**config.mk**
```make
export PLATFORM = sky130hd
export DESIGN_NAME = im_loader
export DESIGN_NICKNAME = d
export VERILOG_FILES = /design/src/rtl/im_loader_pkg.sv /design/src/rtl/im_loader_byte_packer.sv /design/src/rtl/im_loader.sv
export SDC_FILE = /design/constraint.sdc
export NUM_CORES = 1
export LEC_CHECK = 0
export ABC_AREA = 1
export CAP_MARGIN = 20
export CORE_MARGIN = 5
export CORE_UTILIZATION = 48
export CTS_CLUSTER_DIAMETER = 200
export CTS_CLUSTER_SIZE = 16
export DETAILED_ROUTE_END_ITERATION = 16
export PLACE_DENSITY_LB_ADDON = 0.12
export SYNTH_ARGS = -nofsm -noshare
export SYNTH_HDL_FRONTEND = slang
export SYNTH_SLANG_ARGS = --single-unit
```
**constraint.sdc**
```tcl
create_clock -name clock -period 4 [get_ports clock]
set_input_delay 0.8 -clock clock [delete_from_list [all_inputs] [get_ports clock]]
set_output_delay 0.8 -clock clock [all_outputs]
set_load 0.02 [all_outputs]
```
**src/rtl/im_loader_pkg.sv**
```systemverilog
`default_nettype none
// ============================================================================
// Module   : im_loader_pkg
// Brief    : Shared types and constants for the instruction-memory loader.
// Revision : 1.0
// ============================================================================
package im_loader_pkg;

  typedef enum logic [2:0] {
    S_IDLE  = 3'd0,
    S_HDR   = 3'd1,
    S_LOAD  = 3'd2,
    S_WRITE = 3'd3,
    S_DONE  = 3'd4,
    S_ERR   = 3'd5
  } state_e;

  localparam int HDR_BYTES      = 2;
  localparam int BYTES_PER_WORD = 4;
  localparam int WORD_W         = 32;

endpackage
`default_nettype wire

```
**src/rtl/im_loader_byte_packer.sv**
```systemverilog
`default_nettype none
// ============================================================================
// Module   : byte_packer
// Brief    : 8-to-32 big-endian packer; the completed word and full flag are
//            registered together on the 4th byte.
// Revision : 1.0
// ============================================================================
module byte_packer
  import im_loader_pkg::*;
(
  input  logic              clock,
  input  logic              reset,
  input  logic              clear_i,
  input  logic              shift_i,
  input  logic [7:0]        byte_i,
  output logic [WORD_W-1:0] word_o,
  output logic [1:0]        count_o,
  output logic              full_o
);

  logic [WORD_W-9:0] sr_q;
  logic [1:0]        cnt_q;
  logic              full_q;
  logic [WORD_W-1:0] word_q;

  // word_q changes only when a word completes, so it holds between writes.
  always_ff @(posedge clock or negedge reset) begin
    if (!reset) begin
      sr_q   <= '0;
      cnt_q  <= 2'd0;
      full_q <= 1'b0;
      word_q <= '0;
    end else if (clear_i) begin
      sr_q   <= '0;
      cnt_q  <= 2'd0;
      full_q <= 1'b0;
    end else begin
      full_q <= 1'b0;
      if (shift_i) begin
        sr_q  <= {sr_q[WORD_W-17:0], byte_i};
        cnt_q <= cnt_q + 2'd1;
        if (cnt_q == 2'(BYTES_PER_WORD - 1)) begin
          word_q <= {sr_q, byte_i};
          full_q <= 1'b1;
        end
      end
    end
  end

  assign word_o  = word_q;
  assign count_o = cnt_q;
  assign full_o  = full_q;

endmodule
`default_nettype wire

```
**src/rtl/im_loader.sv**
```systemverilog
`default_nettype none
// ============================================================================
// Module   : im_loader
// Brief    : Loads a framed byte stream into instruction memory as 32-bit
//            big-endian words and holds the CPU in reset until done.
// Revision : 1.0
// ============================================================================
module im_loader
  import im_loader_pkg::*;
#(
  parameter int DEPTH     = 1024,
  parameter int ADDR_W    = 10,
  parameter int BASE_ADDR = 0
) (
  input  logic              clock,
  input  logic              reset,
  input  logic              start,
  input  logic              byte_valid,
  input  logic [7:0]        byte_data,
  output logic              byte_ready,
  output logic              im_we,
  output logic [ADDR_W-1:0] im_addr,
  output logic [WORD_W-1:0] im_wdata,
  output logic              cpu_hold,
  output logic              busy,
  output logic              done,
  output logic              error
);

  localparam logic [16:0]       C_DEPTH = 17'(DEPTH);
  localparam logic [ADDR_W-1:0] C_BASE  = ADDR_W'(BASE_ADDR);

  state_e            state_q;
  logic [15:0]       n_q;
  logic              hdr_cnt_q;
  logic [15:0]       wcnt_q;
  logic [ADDR_W-1:0] addr_q;
  logic              byte_ready_q;
  logic              busy_q;
  logic              done_q;
  logic              error_q;
  logic              cpu_hold_q;

  logic              w_accept;
  logic              w_start_ok;
  logic [15:0]       w_hdr_n;
  logic [15:0]       w_wcnt_inc;
  logic              w_too_long;
  logic [1:0]        w_pk_count;
  logic              w_pk_full;
  logic [WORD_W-1:0] w_pk_word;

  assign w_accept   = byte_valid & byte_ready_q;
  assign w_start_ok = start & ((state_q == S_IDLE) | (state_q == S_DONE) | (state_q == S_ERR));
  assign w_hdr_n    = {n_q[15:8], byte_data};
  assign w_wcnt_inc = wcnt_q + 16'd1;
  assign w_too_long = {1'b0, w_hdr_n} > C_DEPTH;

  // The packer's registered full flag is the write strobe: high only in WRITE.
  byte_packer u_packer (
    .clock   (clock),
    .reset   (reset),
    .clear_i (w_start_ok),
    .shift_i (w_accept && (state_q == S_LOAD)),
    .byte_i  (byte_data),
    .word_o  (w_pk_word),
    .count_o (w_pk_count),
    .full_o  (w_pk_full)
  );

  always_ff @(posedge clock or negedge reset) begin
    if (!reset) begin
      state_q      <= S_IDLE;
      n_q          <= 16'd0;
      hdr_cnt_q    <= 1'b0;
      wcnt_q       <= 16'd0;
      addr_q       <= C_BASE;
      byte_ready_q <= 1'b0;
      busy_q       <= 1'b0;
      done_q       <= 1'b0;
      error_q      <= 1'b0;
      cpu_hold_q   <= 1'b1;
    end else begin
      case (state_q)
        S_IDLE, S_DONE, S_ERR: begin
          if (start) begin
            state_q      <= S_HDR;
            hdr_cnt_q    <= 1'b0;
            wcnt_q       <= 16'd0;
            addr_q       <= C_BASE;
            byte_ready_q <= 1'b1;
            busy_q       <= 1'b1;
            done_q       <= 1'b0;
            error_q      <= 1'b0;
            cpu_hold_q   <= 1'b1;
          end
        end
        S_HDR: begin
          if (w_accept) begin
            if (hdr_cnt_q != 1'(HDR_BYTES - 1)) begin
              n_q[15:8] <= byte_data;
              hdr_cnt_q <= 1'b1;
            end else begin
              n_q       <= w_hdr_n;
              hdr_cnt_q <= 1'b0;
              if (w_hdr_n == 16'd0) begin
                state_q      <= S_DONE;
                byte_ready_q <= 1'b0;
                busy_q       <= 1'b0;
                done_q       <= 1'b1;
                cpu_hold_q   <= 1'b0;
              end else if (w_too_long) begin
                state_q      <= S_ERR;
                byte_ready_q <= 1'b0;
                busy_q       <= 1'b0;
                error_q      <= 1'b1;
              end else begin
                state_q <= S_LOAD;
              end
            end
          end
        end
        S_LOAD: begin
          if (w_accept && (w_pk_count == 2'(BYTES_PER_WORD - 1))) begin
            state_q      <= S_WRITE;
            byte_ready_q <= 1'b0;
          end
        end
        S_WRITE: begin
          addr_q <= addr_q + ADDR_W'(1);
          wcnt_q <= w_wcnt_inc;
          if (w_wcnt_inc == n_q) begin
            state_q    <= S_DONE;
            busy_q     <= 1'b0;
            done_q     <= 1'b1;
            cpu_hold_q <= 1'b0;
          end else begin
            state_q      <= S_LOAD;
            byte_ready_q <= 1'b1;
          end
        end
        default: begin
          state_q      <= S_IDLE;
          byte_ready_q <= 1'b0;
          busy_q       <= 1'b0;
        end
      endcase
    end
  end

  assign byte_ready = byte_ready_q;
  assign im_we      = w_pk_full;
  assign im_addr    = addr_q;
  assign im_wdata   = w_pk_word;
  assign cpu_hold   = cpu_hold_q;
  assign busy       = busy_q;
  assign done       = done_q;
  assign error      = error_q;

endmodule
`default_nettype wire
```
==> flow_metrics.tcl <==
set metrics [dict create \
    core-area_um2 10750 \
    slew_viol_final 0 \
    antenna_found_initial 0 \
    hold_viol 0 \
    initial_core_util_pct 48.67 \
    clk_path_buf_depth 2 \
    num_antenna_cells 0 \
    synth_area_um2 5230 \
    critical_path_class "flip-flop to flip-flop" \
    syn_to_final_growth_pct 18.13 \
    post-route-period-util_pct 63.34 \
    cp-end-kind "flip-flop" \
    slowest_delay_ns 0.42 \
    h-tree-depth 3 \
    worstPathArrival_ns 2.82 \
    drt-initial-drc-count 309 \
    clk_latency_ns 0.39 \
    nets 712 \
    status "finished clean" \
    ir_worst_vdd_mv 0.3399 \
    post_cts_buffers 0 \
    ctsResizeCount 0 \
    avgViaCountPerCell 5.183 \
    die_w_um 114.4 \
    ant_nets 0 \
    drv_cap 0 \
    timing.rr.start "state_q[2]" \
    ff2ff_setup_slack_ns 1.47 \
    critPathMostFrequentCell "inv_1" \
    fin_crit_ns 2.533 \
    port_buffers 59 \
    crit_buf_inv 5 \
    cp-start-kind "flip-flop" \
    synth_warnings 0 \
    reg2reg_depth 9 \
    leakagePower_uw 0.003036 \
    hold_buffers 0 \
    routed-via-count 4364 \
    dp_slack_ns 1.108 \
    reg2reg_to "im_addr[5]" \
    wl_per_cell_um 14.38 \
    worstMarginPinSlew_ns 0.8298 \
    max_freq_mhz 394.7 \
    drive_above_1_share_pct 7.550 \
    p_per_area_nw_per_um2 313.8 \
    synthCells 641 \
    ys_seq_area_share_pct 52.66 \
    synth.net_count 656 \
    rsz0062_at_grt "no" \
    cpMaxStageDelayCell "dfrtp_1" \
    clock_skew_ns 0.007421 \
    ys_types 36 \
    grt_pass1_wl_um 20680 \
    fin_tns_setup_ns 0 \
    cts_buffers 9 \
    nFillCells 1009 \
    dpl.hpwl_um 8634 \
    first_pass_iters 5 \
    drcViolationCount 0 \
    setup_ws_ns 1.467 \
    die-height_um 114.4 \
    ios 60 \
    max_slew_margin_pct 44.55 \
    cp_top_family "simple AND/OR/NAND/NOR gates" \
    die_area_um2 13080 \
    routabilityCongestion 0.9043 \
    rows 38 \
    cp.required_ns 4.29 \
    cts.clk_slew.worst_paths_ns 0.11 \
    clock_sinks 110 \
    crit_chain "nor2_2 > inv_2 > nor2_4 > inv_1 > nand2_1 > buf_4 > inv_1 > a21oi_1 > inv_1" \
    cts_tree "yes" \
    synth.avg_cell_area_um2 8.159 \
    p_total_uw 1939 \
    final_common_cell "nand2_1" \
    wl_um 12110 \
    globalRouteOverflowTotal 0 \
    cts_root_buf "clkbuf_8" \
    hold_class "input pin to asynchronous set/reset pin" \
    grt_pass1_vias 4385 \
    grt_usage_pct 19.76 \
    mostFrequentLayoutCells "173 x nand2_1, 109 x dfrtp_1, 91 x inv_1" \
    path_max_fanout 18 \
    synth_seq_cells 110 \
    grt_max_degree 78 \
    setup_viol_count_final 0 \
]
==> sequential cells by signal, indices dropped and copies added, names as in the netlist, 2 cells and up <==
signal            count
im_addr              10
u_packer.sr_q        24
state_q               3
u_packer.word_o      32
wcnt_q               16
n_q                  16
u_packer.count_o      2
==> report_power, final <==
part	total (µW)	switching, µW	internal [µW]
clock	744	421	324
combinational	65.7	45.1	20.6
sequential	1130	3.90	1120
total	1940	470	1470
==> cell type report <==
cell class	count	area [µm²]	area share, %
Timing Repair Buffer	61	615.6	9.964
Clock inverter	6	83.83	1.357
Multi-Input combinational cell	416	2041	33.03
Tap cell	140	175.2	2.835
Inverter	99	371.6	6.015
Sequential cell	110	2754	44.57
Clock buffer	10	137.6	2.228
==> per-stage QoR <==
step | instance area [µm²] | util [%] | hold WS [ns] | instances
after floorplan | 5230 | - | 0.4652 | 641
after global placement | 5957 | 55.44 | 0.4545 | 826
after detailed placement | 5957 | 55.44 | 0.4573 | 826
after CTS | 6178 | 57.50 | 0.3581 | 842
after global routing | 6178 | 57.50 | 0.3859 | 842
final | 6178 | 57.50 | 0.3542 | 842
==> cell usage after synthesis (all sizes together) <==
cell / count / area [µm²]
nand2: 178 / 685.7
a21oi: 7 / 35.03
clkinv: 1 / 3.750
o22ai: 33 / 212.7
xor2: 1 / 8.760
a22o: 2 / 17.52
xnor2: 2 / 17.52
o21a: 1 / 7.510
mux2: 1 / 11.26
o21ai: 72 / 367.8
nand3b: 3 / 22.52
nand3: 47 / 240.2
nor4: 1 / 6.260
dfstp: 1 / 26.28
inv: 98 / 367.9
a31oi: 2 / 12.51
buf: 2 / 10.01
clkbuf: 14 / 53.80
nand4: 13 / 87.58
nor3: 3 / 20.02
ha: 3 / 37.54
dfrtp: 109 / 2728
nor2: 47 / 250.2
==> per-layer routing <==
layer  track usage [%]  wire (µm)  vias up
li1                  -          -     2188
met1             25.87       5663     2058
met2             31.94       5692       99
met3             4.651        543       19
met4             7.522        213        0
met5                 0          0        -
==> cells by family after synthesis <==
group           Yosys count  synth area share [%]
buf+inv                 115                 8.325
simple gates            292                 25.10
compound gates          117                 12.49
xor+xnor                  3                0.5025
fa+ha+maj                 3                0.7178
flops                   110                 52.66
mux                       1                0.2153
==> how the worst max path moves through the flow <==
| stage | start | end | slack [ns] | cells after the start |
|---|---|---|---|---|
| 3_5_place_dp | byte_valid | u_packer.count_o[1] | 1.11 | 7 |
| 6_report | state_q[2] | im_addr[5] | 1.47 | 9 |
| 5_1_grt | state_q[2] | im_addr[5] | 1.22 | 9 |
| 2_1_floorplan | byte_data[7] | byte_ready | 2.17 | 10 |
| 4_1_cts | state_q[2] | im_addr[5] | 1.44 | 9 |
| 3_3_place_gp | byte_valid | u_packer.count_o[1] | 1.18 | 7 |
(Power assumes the default switching activity.)
